## src/rtl/fib_lookup_ctrl_pkg.sv

```systemverilog
// Shared FIB constants, lookup state encoding and the result record.
// Used by both the lookup controller and the level blocks.
package fib_pkg;
  localparam int WORD_SIZE       = 32;
  localparam int POINTER_SIZE    = 16;
  localparam int MAX_NAME_LENGTH = 16;
  localparam int LEN_W           = $clog2(MAX_NAME_LENGTH + 1);
  localparam int IDX_W           = $clog2(MAX_NAME_LENGTH);

  typedef enum logic [2:0] {
    ST_IDLE    = 3'd0,
    ST_LOAD    = 3'd1,
    ST_PROBE   = 3'd2,
    ST_CAPTURE = 3'd3,
    ST_RESP    = 3'd4
  } fib_lookup_state_e;

  typedef struct packed {
    logic [LEN_W-1:0]        match_len;
    logic [POINTER_SIZE-1:0] pointer;
    logic                    timeout;
  } fib_result_t;
endpackage

```

## src/rtl/fib_lookup_ctrl_if.sv

```systemverilog
// Name stream, level probe bus and result bus of the FIB lookup controller.
// master = the controller, slave = parser / level memory / result consumer.
interface fib_lookup_ctrl_if;
  import fib_pkg::*;

  logic [WORD_SIZE-1:0]    name_word_in;
  logic                    name_valid_in;
  logic                    name_last_in;
  logic                    name_ready_out;
  logic [POINTER_SIZE-1:0] level_address_out;
  logic [WORD_SIZE-1:0]    level_lookup_cont_out;
  logic [POINTER_SIZE-1:0] level_next_pointer_in;
  logic                    level_is_match_in;
  logic                    level_no_child_in;
  logic                    result_valid_out;
  logic                    result_ready_in;
  logic [LEN_W-1:0]        result_match_len_out;
  logic [POINTER_SIZE-1:0] result_pointer_out;
  logic                    result_timeout_out;
  logic                    busy_out;

  modport master (
    input  name_word_in, name_valid_in, name_last_in,
    output name_ready_out,
    output level_address_out, level_lookup_cont_out,
    input  level_next_pointer_in, level_is_match_in, level_no_child_in,
    output result_valid_out,
    input  result_ready_in,
    output result_match_len_out, result_pointer_out, result_timeout_out,
    output busy_out
  );

  modport slave (
    output name_word_in, name_valid_in, name_last_in,
    input  name_ready_out,
    input  level_address_out, level_lookup_cont_out,
    output level_next_pointer_in, level_is_match_in, level_no_child_in,
    input  result_valid_out,
    output result_ready_in,
    input  result_match_len_out, result_pointer_out, result_timeout_out,
    input  busy_out
  );
endinterface

```

## src/rtl/fib_lookup_ctrl_name_buffer.sv

```systemverilog
// Holds one NDN name as up to MAX_NAME_LENGTH words; words past the limit are dropped.
module fib_name_buffer
  import fib_pkg::*;
(
  input  logic                 clk_in,
  input  logic                 rst_in,
  input  logic                 wr_en,
  input  logic                 wr_first,
  input  logic [WORD_SIZE-1:0] wr_data,
  input  logic [IDX_W-1:0]     rd_idx,
  output logic [WORD_SIZE-1:0] rd_data,
  output logic [LEN_W-1:0]     stored_len
);
  logic [WORD_SIZE-1:0] mem [MAX_NAME_LENGTH];
  logic [LEN_W-1:0]     count;
  logic [IDX_W-1:0]     wr_idx;
  logic                 do_write;

  // the first word of a name restarts the buffer regardless of the old count
  assign wr_idx   = wr_first ? '0 : count[IDX_W-1:0];
  assign do_write = wr_en && (wr_first || (count < LEN_W'(MAX_NAME_LENGTH)));

  always_ff @(posedge clk_in or posedge rst_in) begin
    if (rst_in) begin
      count <= '0;
    end else if (wr_en && wr_first) begin
      count <= LEN_W'(1);
    end else if (do_write) begin
      count <= count + LEN_W'(1);
    end
  end

  always_ff @(posedge clk_in) begin
    if (do_write) mem[wr_idx] <= wr_data;
  end

  assign rd_data    = mem[rd_idx];
  assign stored_len = count;
endmodule

```

## src/rtl/fib_lookup_ctrl.sv

```systemverilog
// FIB lookup initiator: buffers a name, walks the tree one probe at a time, reports the longest match.
// FIB_LOOKUP_STATS_EN adds lookup/probe statistics counters.
//  state   | meaning
//  IDLE    | waiting for the first name word
//  LOAD    | receiving remaining name words
//  PROBE   | address/word presented to the level
//  CAPTURE | level response sampled, next step decided
//  RESP    | result held until accepted
module fib_lookup_ctrl
  import fib_pkg::*;
#(
  parameter logic [POINTER_SIZE-1:0] ROOT_PTR   = '0,
  parameter int                      MAX_PROBES = 64
) (
  input  logic               clk_in,
  input  logic               rst_in,
  fib_lookup_ctrl_if.master  bus
`ifdef FIB_LOOKUP_STATS_EN
  ,
  output logic [31:0]        stat_lookups_out,
  output logic [31:0]        stat_probes_out
`endif
);
  localparam int PC_W = $clog2(MAX_PROBES + 1);

  localparam logic [2:0] S_IDLE    = ST_IDLE;
  localparam logic [2:0] S_LOAD    = ST_LOAD;
  localparam logic [2:0] S_PROBE   = ST_PROBE;
  localparam logic [2:0] S_CAPTURE = ST_CAPTURE;
  localparam logic [2:0] S_RESP    = ST_RESP;

  logic [2:0]              state;
  logic                    ready_q;
  logic [POINTER_SIZE-1:0] addr_q;
  logic [WORD_SIZE-1:0]    lookup_q;
  logic [IDX_W-1:0]        word_idx;
  logic [LEN_W-1:0]        match_len;
  logic [LEN_W-1:0]        len_inc;
  logic [POINTER_SIZE-1:0] ptr_q;
  logic [PC_W-1:0]         probe_cnt;
  logic [PC_W-1:0]         probe_cnt_nxt;
  fib_result_t             result_q;
  logic                    result_valid_q;
  logic                    name_xfer;
  logic                    last_word;
  logic                    probe_limit;
  logic [IDX_W-1:0]        rd_idx;
  logic [WORD_SIZE-1:0]    rd_word;
  logic [LEN_W-1:0]        stored_len;

  assign name_xfer     = bus.name_valid_in && ready_q;
  assign probe_cnt_nxt = probe_cnt + PC_W'(1);
  assign probe_limit   = (probe_cnt_nxt == PC_W'(MAX_PROBES));
  assign last_word     = ((LEN_W'(word_idx) + LEN_W'(1)) == stored_len);
  assign len_inc       = (match_len == LEN_W'(MAX_NAME_LENGTH)) ? match_len : match_len + LEN_W'(1);
  // during CAPTURE the buffer is already addressed at the word a match would advance to
  assign rd_idx        = (state == S_CAPTURE) ? word_idx + IDX_W'(1) : '0;

  fib_name_buffer u_name_buffer (
    .clk_in     (clk_in),
    .rst_in     (rst_in),
    .wr_en      (name_xfer),
    .wr_first   (name_xfer && (state == S_IDLE)),
    .wr_data    (bus.name_word_in),
    .rd_idx     (rd_idx),
    .rd_data    (rd_word),
    .stored_len (stored_len)
  );

  always_ff @(posedge clk_in or posedge rst_in) begin
    if (rst_in) begin
      state          <= S_IDLE;
      ready_q        <= 1'b0;
      addr_q         <= '0;
      lookup_q       <= '0;
      word_idx       <= '0;
      match_len      <= '0;
      ptr_q          <= '0;
      probe_cnt      <= '0;
      result_q       <= '0;
      result_valid_q <= 1'b0;
    end else begin
      case (state)
        S_IDLE, S_LOAD: begin
          ready_q <= 1'b1;
          if (name_xfer) begin
            if (bus.name_last_in) begin
              state     <= S_PROBE;
              ready_q   <= 1'b0;
              addr_q    <= ROOT_PTR;
              lookup_q  <= (state == S_IDLE) ? bus.name_word_in : rd_word;
              word_idx  <= '0;
              match_len <= '0;
              ptr_q     <= '0;
              probe_cnt <= '0;
            end else begin
              state <= S_LOAD;
            end
          end
        end
        S_PROBE: state <= S_CAPTURE;
        S_CAPTURE: begin
          probe_cnt <= probe_cnt_nxt;
          if (bus.level_is_match_in) begin
            match_len <= len_inc;
            ptr_q     <= addr_q;
            if (last_word || probe_limit) begin
              result_q       <= '{match_len: len_inc, pointer: addr_q, timeout: !last_word};
              result_valid_q <= 1'b1;
              state          <= S_RESP;
            end else begin
              word_idx <= word_idx + IDX_W'(1);
              addr_q   <= bus.level_next_pointer_in;
              lookup_q <= rd_word;
              state    <= S_PROBE;
            end
          end else if (bus.level_no_child_in || probe_limit) begin
            result_q       <= '{match_len: match_len, pointer: ptr_q, timeout: !bus.level_no_child_in};
            result_valid_q <= 1'b1;
            state          <= S_RESP;
          end else begin
            addr_q <= bus.level_next_pointer_in;
            state  <= S_PROBE;
          end
        end
        S_RESP: begin
          if (bus.result_ready_in) begin
            result_valid_q <= 1'b0;
            ready_q        <= 1'b1;
            state          <= S_IDLE;
          end
        end
        default: state <= S_IDLE;
      endcase
    end
  end

`ifdef FIB_LOOKUP_STATS_EN
  always_ff @(posedge clk_in or posedge rst_in) begin
    if (rst_in) begin
      stat_lookups_out <= '0;
      stat_probes_out  <= '0;
    end else begin
      if ((state == S_RESP) && bus.result_ready_in) stat_lookups_out <= stat_lookups_out + 32'd1;
      if (state == S_CAPTURE)                       stat_probes_out  <= stat_probes_out + 32'd1;
    end
  end
`endif

  assign bus.name_ready_out        = ready_q;
  assign bus.level_address_out     = addr_q;
  assign bus.level_lookup_cont_out = lookup_q;
  assign bus.result_valid_out      = result_valid_q;
  assign bus.result_match_len_out  = result_q.match_len;
  assign bus.result_pointer_out    = result_q.pointer;
  assign bus.result_timeout_out    = result_q.timeout;
  assign bus.busy_out              = (state == S_PROBE) || (state == S_CAPTURE) || (state == S_RESP);
endmodule

```

## src/flat_wrapper.sv

```systemverilog
// flat-port wrapper written by rule: the top's interface ports become plain ports
module fib_lookup_ctrl_flat import fib_pkg::*;
#(
  parameter logic [POINTER_SIZE-1:0] ROOT_PTR   = '0,
  parameter int                      MAX_PROBES = 64
)
  (clk_in, rst_in, bus_name_word_in, bus_name_valid_in, bus_name_last_in, bus_name_ready_out, bus_level_address_out, bus_level_lookup_cont_out, bus_level_next_pointer_in, bus_level_is_match_in, bus_level_no_child_in, bus_result_valid_out, bus_result_ready_in, bus_result_match_len_out, bus_result_pointer_out, bus_result_timeout_out, bus_busy_out);
  fib_lookup_ctrl_if bus_i ();
  input  logic clk_in;
  input  logic rst_in;
  input wire logic [$bits(bus_i.name_word_in)-1:0] bus_name_word_in;
  input wire logic [$bits(bus_i.name_valid_in)-1:0] bus_name_valid_in;
  input wire logic [$bits(bus_i.name_last_in)-1:0] bus_name_last_in;
  output wire logic [$bits(bus_i.name_ready_out)-1:0] bus_name_ready_out;
  output wire logic [$bits(bus_i.level_address_out)-1:0] bus_level_address_out;
  output wire logic [$bits(bus_i.level_lookup_cont_out)-1:0] bus_level_lookup_cont_out;
  input wire logic [$bits(bus_i.level_next_pointer_in)-1:0] bus_level_next_pointer_in;
  input wire logic [$bits(bus_i.level_is_match_in)-1:0] bus_level_is_match_in;
  input wire logic [$bits(bus_i.level_no_child_in)-1:0] bus_level_no_child_in;
  output wire logic [$bits(bus_i.result_valid_out)-1:0] bus_result_valid_out;
  input wire logic [$bits(bus_i.result_ready_in)-1:0] bus_result_ready_in;
  output wire logic [$bits(bus_i.result_match_len_out)-1:0] bus_result_match_len_out;
  output wire logic [$bits(bus_i.result_pointer_out)-1:0] bus_result_pointer_out;
  output wire logic [$bits(bus_i.result_timeout_out)-1:0] bus_result_timeout_out;
  output wire logic [$bits(bus_i.busy_out)-1:0] bus_busy_out;
  assign bus_i.name_word_in = bus_name_word_in;
  assign bus_i.name_valid_in = bus_name_valid_in;
  assign bus_i.name_last_in = bus_name_last_in;
  assign bus_name_ready_out = bus_i.name_ready_out;
  assign bus_level_address_out = bus_i.level_address_out;
  assign bus_level_lookup_cont_out = bus_i.level_lookup_cont_out;
  assign bus_i.level_next_pointer_in = bus_level_next_pointer_in;
  assign bus_i.level_is_match_in = bus_level_is_match_in;
  assign bus_i.level_no_child_in = bus_level_no_child_in;
  assign bus_result_valid_out = bus_i.result_valid_out;
  assign bus_i.result_ready_in = bus_result_ready_in;
  assign bus_result_match_len_out = bus_i.result_match_len_out;
  assign bus_result_pointer_out = bus_i.result_pointer_out;
  assign bus_result_timeout_out = bus_i.result_timeout_out;
  assign bus_busy_out = bus_i.busy_out;
  fib_lookup_ctrl #(.ROOT_PTR(ROOT_PTR), .MAX_PROBES(MAX_PROBES)) u_core (.clk_in(clk_in), .rst_in(rst_in), .bus(bus_i));
endmodule
```

## config.mk

```make
export PLATFORM = sky130hd
export DESIGN_NAME = fib_lookup_ctrl_flat
export DESIGN_NICKNAME = d
export VERILOG_FILES = /design/src/rtl/fib_lookup_ctrl_pkg.sv /design/src/rtl/fib_lookup_ctrl_if.sv /design/src/rtl/fib_lookup_ctrl_name_buffer.sv /design/src/rtl/fib_lookup_ctrl.sv /design/src/flat_wrapper.sv
export SDC_FILE = /design/constraint.sdc
export NUM_CORES = 1
export LEC_CHECK = 0
export BUFFER_PORTS_ARGS = -buffer_cell sky130_fd_sc_hd__buf_2
export CORE_ASPECT_RATIO = 0.9
export CORE_UTILIZATION = 47
export CTS_CLUSTER_SIZE = 28
export DETAILED_ROUTE_END_ITERATION = 7
export SLEW_MARGIN = 10
export SYNTH_ARGS = -nofsm -noshare
export SYNTH_HDL_FRONTEND = slang
export SYNTH_SLANG_ARGS = --single-unit
```

## constraint.sdc

```tcl
create_clock -name clk_in -period 11.45 [get_ports clk_in]
set_input_delay 1.145 -clock clk_in [delete_from_list [all_inputs] [get_ports clk_in]]
set_output_delay 1.145 -clock clk_in [all_outputs]
set_load 0.02 [all_outputs]
```

==> metrics, run 1 <==
syn_area_per_cell 14.1 um^2; routed wire length 63,200 um; R2R setup slack 7.09 ns; clock skew between 0.02 and 0.03 ns; Worst VDD drop 0.184 mV; crit path buf inv count 0; crit path launch u_core.word_idx[0]$_DFFE_PP0P_; worst skew pair latency 0.60 ns; worst r2r path cells 7; Hold Path Origin u_core.bus.level_lookup_cont_out[27]$_DFFE_PP0P_; share of cells above drive strength 1 15.7%; Antenna Nets Post-Route 0; CP peak stage delay 0.99 ns; number of global-route vias before repair 15,497; Reg-to-Reg End u_core.bus.level_address_out[5]$_DFFE_PP0P_; number of synthesized flops with an enable pin 512; final hold violations 0; Synth Register Bits between 600 and 700; DR DRC count 0; Mapped Nets 1,843; routed via count 15,880; Final min period 4.36 ns; Power, Total 6.90 mW; fillers 4,364; root buf cell clkbuf_16; setup TNS 0 ns; leading area contributor after synthesis edfxtp_1; post-route clock period utilization 38.1%; final setup fails 0; Die Y 222 um; die area 54,500 um^2; Worst-Margin Slew between 1 and 1.5 ns; Post-Syn Instances 1,783; Req. time, crit path 11.97 ns; Worst-path clk slew 0.06 ns; layout overhead on the synthesized area 14.4%; row count 80; CTS Buffer Depth 3; pin count of the biggest net entering global routing 80; core area about 53,000 um^2; initial antenna violation count 1; crit path DAT 4.88 ns; Vias per Instance ~6; worst min-delay path category reg -> reg; hold_ws 0.473 ns; Starting Density around 48%; gr ovfl total 0; Ys Warns 0; GRT Overall Usage 23.5%; Setup crit start kind flop; Seq/Total Area, Yosys 72.2%; maxcap violations 0; CP endpoint kind flop; Worst R2R Start u_core.word_idx[0]$_DFFE_PP0P_; CTS tree done; RSZ-0062 raised after global routing false; critical path fanouts, max 70; critical path class reg -> reg; first-pass GRT wire length 96,200 um; Max Fclk 0.229 GHz; crit path capture u_core.bus.level_address_out[5]$_DFFE_PP0P_; pwr dens 239 nW/um^2; Synth Cell Area around 25,000 um^2; drt first pass iters 5; nets 1,950; total clock sinks 624; Synth cell types 62; Die X ~250 um; most common flop cell mapped by yosys edfxtp_1; ys async rst share about 18%; Slew Viols, Final 0; post-layout util 54.4%; Resize count post-CTS 0; Ports 128; slowest cell on the critical path dfrtp_4; cell family with the largest share of critical-path delay compound AO/OA/AOI/OAI gates; outcome finished clean; DP Wirelength 33,300 um; Area contributors post-synth edfxtp_1 61%, dfrtp_1 11%, mux2i_1 4.7%; I/O Buffers 127; critical path depth 7; post-synth top area share 61.0%; WL/cell 23.9 um; Setup Buffers After CTS 0; crit path cell chain ha_1, xor3_1, a2111oi_4, a31oi_2, a21oi_4, nand2b_1, a22o_1; Slew HR between 20% and 30%; gp weighted congestion approximately 0.78; H-tree Lvls 3; number of CTS-inserted buffers between 60 and 70; 1st-iter DRT viols 1,595; Leak slightly above 10 nW; cts hold-fix bufs 0
-- metal layers --
metal | up-vias | global-route usage (%) | routed length [um]
li1 | 7155 | - | -
met1 | 8034 | 34.4 | 27900
met2 | 583 | 35.8 | 29500
met3 | 108 | 4.14 | 4320
met4 | 0 | 7.55 | 1470
met5 | - | 0 | 0
-- synth_stat cells, drive strengths merged (37+ instances only) --
library cell / count
edfxtp: 512
o21ai: 169
nand2: 136
mux2i: 119
dfrtp: 112
clkbuf: 92
nor2: 84
o22ai: 79
nand3: 65
nor3: 48
a21oi: 43
buf: 37
-- state kept, by name (all words and copies together), names as in the netlist, 5 cells and up --
signal,flops
u_core.u_name_buffer.mem,512
u_core.bus.level_lookup_cont_out,32
u_core.bus.level_address_out,16
u_core.bus.result_pointer_out,16
u_core.ptr_q,16
u_core.probe_cnt,7
u_core.bus.result_match_len_out,5
u_core.match_len,5
u_core.u_name_buffer.stored_len,5
-- layout by cell type, fill, tap and decap left out, types with 35 or more instances in the layout --
master and n:
mux2i_1 119, buf_2 127, a22o_1 35, dfrtp_1 111
nor3_1 43, o22ai_1 79, a21oi_1 42, nand3_1 64
nor2_1 72, edfxtp_1 512, buf_4 41, o21ai_0 162
nand2_1 134, clkbuf_16 68
-- logic make-up after synthesis --
| group | share of synthesized area [%] |
|---|---|
| muxes | 5.00 |
| and+or+nand+nor | 8.23 |
| DFF | 72.2 |
| buffers and inverters | 2.25 |
| adders and majority gates | 0.248 |
| xor gates and xnor gates | 0.512 |
| AOI/OAI and AO/OA | 11.6 |
-- tightest hold or removal path: cells and delay by family, from the launching register on --
kind / cells / cell delay, ns
flops: 1 / 0.34
compound gates: 1 / 0.06
simple gates: 1 / 0.04
-- per-stage QoR --
step	instance area [um^2]	std cells	setup WS, ns
floorplan	25200	1783	6.40
finish	28800	2642	7.09
global placement	26700	2519	7.26
detailed placement	26700	2519	7.08
CTS	28800	2640	7.07
global route	28800	2641	6.74
-- power breakdown --
| part | total, mW | internal [mW] | switching [mW] |
|---|---|---|---|
| sequential | 3.00 | 2.78 | 0.227 |
| clock | 2.10 | 1.22 | 0.882 |
| combinational | 1.79 | 0.573 | 1.22 |
-- cell type report --
cell class,instances,area (um^2),share of cell area [%]
Clock buffer,93,1880,6.51
Tap cell,697,872,3.03
Timing Repair Buffer,168,943,3.27
Inverter,11,46.3,0.161
Clock inverter,28,262,0.907
Multi-Input combinational cell,1019,6640,23.0
Sequential cell,624,18200,63.1
Antenna cell,2,5.00,0.0174
-- worst min path at each step --
stage,end,cells past startpoint
after detailed placement,u_core.bus.level_lookup_cont_out[27]$_DFFE_PP0P_,2
after CTS,u_core.bus.level_lookup_cont_out[27]$_DFFE_PP0P_,2
after global routing,u_core.bus.result_valid_out$_DFFE_PP0P_,1
after global placement,u_core.bus.result_valid_out$_DFFE_PP0P_,1
final,u_core.bus.level_lookup_cont_out[27]$_DFFE_PP0P_,2
after floorplan,u_core.ptr_q[0]$_DFFE_PP0P_,1
(Power assumes the default switching activity.)
==> run 2, diff against run 1 <==
--- a/config.mk
+++ b/config.mk
@@ -10,6 +10,7 @@
 export CORE_UTILIZATION = 47
 export CTS_CLUSTER_SIZE = 28
 export DETAILED_ROUTE_END_ITERATION = 7
+export PLACE_DENSITY = 0.66
 export SLEW_MARGIN = 10
 export SYNTH_ARGS = -nofsm -noshare
 export SYNTH_HDL_FRONTEND = slang
==> constraint.sdc (replaced) <==
create_clock -name clk_in -period 3.6 [get_ports clk_in]
set_input_delay 0.36 -clock clk_in [delete_from_list [all_inputs] [get_ports clk_in]]
set_output_delay 0.36 -clock clk_in [all_outputs]
set_load 0.02 [all_outputs]
==> run 2 against run 1 <==
Against the previous run:
- via count up 2.3%
- clock power rose to 3.2 times the previous value
- first-iteration DRC count rose by 0.44%
- die area stayed put
- worst hold slack worse by 0.39 ns
==> metrics, run 2 (same netlist as run 1, synthesis figures left out) <==
Req. time, crit path 3.94 ns; most used cell along the critical path nor3_1; drt first pass iters 5; total clock sinks 624; number of global-route vias before repair 15,826; crit path DAT ~3.4 ns; I/O Buffers roughly 130; most frequent cells in the layout 512 x edfxtp_1, 162 x o21ai_0, 134 x nand2_1, 127 x buf_2, 119 x mux2i_1; slowest cell on the critical path nor3_1; CP endpoint kind flop; nets 1,990; DP Wirelength 36,700 um; area post-placement around 27,000 um^2; Die Y 222 um; gp weighted congestion 0.836; Vias per Instance 6.06; Slew Viols, Final 0; Worst R2R Start u_core.state[2]$_DFFE_PP0P_; hold_ws between 0.08 and 0.09 ns; Ports 128; WL met3 between 4000 and 5000 um; number of CTS-inserted buffers 60; PnR worst setup slack 0.527 ns; M1 WL 28,300 um; H-tree Lvls 2; worst r2r path cells 5; post-route clock period utilization roughly 85%; row count 80; worst skew pair latency 0.66 ns; crit path buf inv count 1; worst slack at placement 0.582 ns; maxcap violations 0; setup TNS 0 ns; layout overhead on the synthesized area 16.4%; Die X 246 um; met2 WL 30,400 um; outcome finished clean; CTS tree done; Leak 10.4 nW; critical path class reg -> reg; max reg flops 512; Setup Buffers After CTS 0; DR DRC count 0; critical path fanouts, max 15; Slew HR 26.5%; Finished Cell Area 29,300 um^2; final hold violations 0; 1st-iter DRT viols approximately 1,600; pin count of the biggest net entering global routing 77; Worst VDD drop 0.523 mV; Final min period between 3 and 4 ns; RSZ-0062 raised after global routing false; CP peak stage delay roughly 0.62 ns; die area 54,500 um^2; Max Fclk 0.325 GHz; WL/cell 24.2 um; Antenna Nets Post-Route 0; Reg-to-Reg End u_core.u_name_buffer.mem[11][7]$_DFFE_PP_; clock skew around 0.034 ns; Setup crit start kind flop; Worst-path clk slew around 0.070 ns; Power, Total 22.3 mW; worst min-delay path category in -> reg; R2R setup slack ~0.53 ns; Hold Path Origin bus_name_word_in[30]; Starting Density a little under half; final setup fails 0; share of cells above drive strength 1 about 17%; Worst Hold Endpoint u_core.u_name_buffer.mem[14][30]$_DFFE_PP_; max layer used met5; Worst-Margin Slew between 1 and 1.5 ns; gr ovfl total 0; diode count 0; Worst Hold Path Cells 1; commonest non-fill, non-tap cell in the layout edfxtp_1; root buf cell clkbuf_16; routed via count 16,239; Reg with most FFs u_core.u_name_buffer.mem; routed wire length 64,900 um; CTS Buffer Depth 3; first-pass GRT wire length 98,400 um; initial antenna violation count 1; cell family with the largest share of critical-path delay simple AND/OR/NAND/NOR gates; pwr dens roughly 760 nW/um^2; core area 53,000 um^2; crit path cell chain nor3_1, nor3_1, nand3_1, nor2_4, buf_4; GRT Overall Usage 23.8%
==> run 2: cell types whose count changed in the layout (fill, tap and decap cells not counted), moves of 8 or more <==
cell and delta:
buf_4 +20, dlygate4sd3_1 +18, buf_12 +8, bufinv_16 +8
clkbuf_1 -8, clkbuf_16 -8
==> run 2: final cells by class <==
class | instances | area (um^2)
clock inverters | 43 | 582
flip-flops and latches | 624 | 18200
clock buffers | 71 | 1560
multi-input cells | 1019 | 6650
well taps | 697 | 872
fillers | 4182 | 23600
repair buffers | 214 | 1430
inverters | 11 | 46.3
==> run 2: power by group <==
part / switching (mW) / internal, mW / leakage (nW) / total [mW]
Sequential: 0.649 / 8.83 / 6.03 / 9.48
Clock: 2.84 / 3.93 / 1.02 / 6.77
Combinational: 4.07 / 2.00 / 3.36 / 6.08
==> run 2: timing repair <==
| action | 4_1_cts | 5_1_grt |
|---|---|---|
| setup endpoints to repair | 0 | 0 |
| hold endpoints to repair | 91 | 0 |
| resized for setup | 0 | 0 |
| hold buffers | 18 | 0 |
==> run 2: worst max path at each step <==
stage / start / end / slack (ns) / cells after the start
global placement: u_core.state[2]$_DFFE_PP0P_ / u_core.u_name_buffer.mem[11][7]$_DFFE_PP_ / 0.67 / 5
floorplan: u_core.state[0]$_DFFE_PP0P_ / u_core.u_name_buffer.mem[12][0]$_DFFE_PP_ / -0.96 / 6
CTS: u_core.state[2]$_DFFE_PP0P_ / u_core.u_name_buffer.mem[11][7]$_DFFE_PP_ / 0.57 / 5
finish: u_core.state[2]$_DFFE_PP0P_ / u_core.u_name_buffer.mem[11][7]$_DFFE_PP_ / 0.53 / 5
global route: u_core.state[2]$_DFFE_PP0P_ / u_core.u_name_buffer.mem[11][7]$_DFFE_PP_ / 0.33 / 5
detailed placement: u_core.state[2]$_DFFE_PP0P_ / u_core.u_name_buffer.mem[11][10]$_DFFE_PP_ / 0.58 / 5
==> run 2: metal layers <==
metal	track usage (%)	vias up
li1	-	7219
met2	36.9	636
met5	0	-
met3	3.91	103
met1	34.8	8279
met4	6.67	2
==> run 2: per-stage QoR <==
stage / instances / utilization, %
finish: 2679 / 55.4
global route: 2679 / 55.4
CTS: 2679 / 55.4
detailed placement: 2547 / 51.0
global placement: 2547 / 51.0
floorplan: 1783 / -
==> run 3, diff against run 2 <==
--- a/config.mk
+++ b/config.mk
@@ -5,12 +5,12 @@
 export SDC_FILE = /design/constraint.sdc
 export NUM_CORES = 1
 export LEC_CHECK = 0
-export BUFFER_PORTS_ARGS = -buffer_cell sky130_fd_sc_hd__buf_2
 export CORE_ASPECT_RATIO = 0.9
 export CORE_UTILIZATION = 47
+export CTS_CLUSTER_DIAMETER = 40
 export CTS_CLUSTER_SIZE = 28
 export DETAILED_ROUTE_END_ITERATION = 7
-export PLACE_DENSITY = 0.66
+export DONT_BUFFER_PORTS = 1
 export SLEW_MARGIN = 10
 export SYNTH_ARGS = -nofsm -noshare
 export SYNTH_HDL_FRONTEND = slang
==> run 3 against run 2 <==
Against the previous run:
- wire length up 0.24%
- utilization rose by 1.1 points
- via count decreased by 2.5%
- die area stayed put
- flip-flop and latch count unchanged
- setup slack improved by 0.050 ns
- worst hold slack got worse by 0.036 ns
- combinational power fell by 16%
- first-iteration DRC count down 7.7%
==> metrics, run 3 (same netlist as run 1, synthesis figures left out) <==
routed via count 15,833; worst skew pair latency 0.65 ns; row count 80; routed wire length 65,000 um; CTS tree done; 1st-iter DRT viols 1,478; Antenna Nets Post-Route 0; Leak 10.4 nW; share of cells above drive strength 1 13.3%; die area ~55,000 um^2; crit path launch u_core.word_idx[0]$_DFFE_PP0P_; worst slack at placement 0.566 ns; pin count of the biggest net entering global routing between 80 and 90; number of global-route vias before repair roughly 16,000; maxcap violations 0; Die Y 222 um; core area around 53,000 um^2; Ports 128; Starting Density 47.6%; Vias per Instance 6.02; number of CTS-inserted buffers 86; final setup fails 0; critical path fanouts, max 76; PnR worst setup slack 0.576 ns; placed cells roughly 2,400; CP endpoint kind flop; drt first pass iters 5; clock skew ~0.029 ns; Slew Viols, Final 0; Worst R2R Start u_core.word_idx[0]$_DFFE_PP0P_; nets 1,918; crit path DAT 3.53 ns; Die X around 250 um; gr ovfl total 0; WL/cell 24.7 um; Non-Filler Instances 2,631; Worst VDD drop 0.529 mV; H-tree Lvls 3; Setup Buffers After CTS 0; DR DRC count 0; Reg with most FFs u_core.u_name_buffer.mem; I/O Buffers 0; Max Fclk 0.331 GHz; Setup crit start kind flop; CTS Buffer Depth 3; Worst-path clk slew 0.06 ns; root buf cell clkbuf_16; critical path class reg -> reg; most frequent cells in the layout 512 x edfxtp_1, 162 x o21ai_0, 134 x nand2_1, 119 x mux2i_1, 111 x dfrtp_1; GRT Overall Usage 24.0%; Req. time, crit path 4.11 ns; layout overhead on the synthesized area 18.8%; max reg flops 512; RSZ-0062 raised after global routing false; outcome finished clean; commonest non-fill, non-tap cell in the layout edfxtp_1; pwr dens 798 nW/um^2; initial antenna violation count 7; first-pass GRT wire length 97,900 um; Worst-Margin Slew 1.19 ns; gp weighted congestion between 0.8 and 0.9; Final min period 3.02 ns; Slew HR between 20% and 30%; final hold violations 0; total clock sinks 624; post-route clock period utilization 84.0%; worst min-delay path category in -> reg; Hold Path Origin bus_result_ready_in; DP Wirelength roughly 35,000 um; Power, Total around 24 mW
## run 3: timing repair
item / 4_1_cts / 5_1_grt
hold buffers: 52 / 0
endpoints found under the hold margin: 668 / 0
gates resized for setup: 0 / 0
## run 3: routing by layer
layer | vias up | track usage (%) | wire [um]
li1 | 7148 | - | -
met1 | 7976 | 34.2 | 28500
met2 | 582 | 36.6 | 30100
met3 | 119 | 6.00 | 4920
met4 | 8 | 6.77 | 1540
met5 | - | 0 | 50
## run 3: cell type report
class	count	area (um^2)
multi-input combinational	1019	6650
tap	697	872
sequential	624	18200
clock inverter	65	782
antenna	3	7.51
clock buffer	96	2240
inverter	11	46.3
fill	4159	23000
timing repair buffer	116	1140
## run 3: metrics by stage
| stage | hold slack (ns) | utilization [%] | instance area (um^2) | setup TNS, ns |
|---|---|---|---|---|
| finish | 0.0515 | 56.5 | 29900 | 0 |
| global route | 0.0606 | 56.5 | 29900 | 0 |
| CTS | 0.0227 | 56.5 | 29900 | 0 |
| detailed placement | 0.459 | 49.8 | 26400 | 0 |
| global placement | 0.457 | 49.8 | 26400 | 0 |
| floorplan | 0.456 | - | 25200 | -61.17 |
## run 3: power breakdown
group | switching [mW] | internal (mW)
clock network | 3.41 | 5.35
logic | 3.35 | 1.74
registers | 1.20 | 8.83
## run 3: critical path: stages, from the launching register on
cell       delay, ns
dfrtp_4         0.47
buf_4           0.42
buf_4           0.81
a21oi_1         0.29
o22ai_1         0.24
nor3_1          0.06
a2111oi_0       0.38
a21oi_1         0.11
## run 3: worst paths after layout
| path | end | slack (ns) | depth (start not counted) |
|---|---|---|---|
| setup / recovery | u_core.bus.level_lookup_cont_out[30]$_DFFE_PP0P_ | 0.58 | 7 |
| hold / removal | u_core.bus.name_ready_out$_DFFE_PP0P_ | 0.05 | 4 |
| setup reg to reg | u_core.bus.level_lookup_cont_out[30]$_DFFE_PP0P_ | 0.58 | 7 |
| hold reg to reg | u_core.ptr_q[6]$_DFFE_PP0P_ | 0.50 | 1 |
| max in group asynchronous | u_core.probe_cnt[6]$_DFFE_PP0P_ | 2.36 | 3 |
| min in group asynchronous | u_core.bus.level_lookup_cont_out[4]$_DFFE_PP0P_ | 0.37 | 2 |
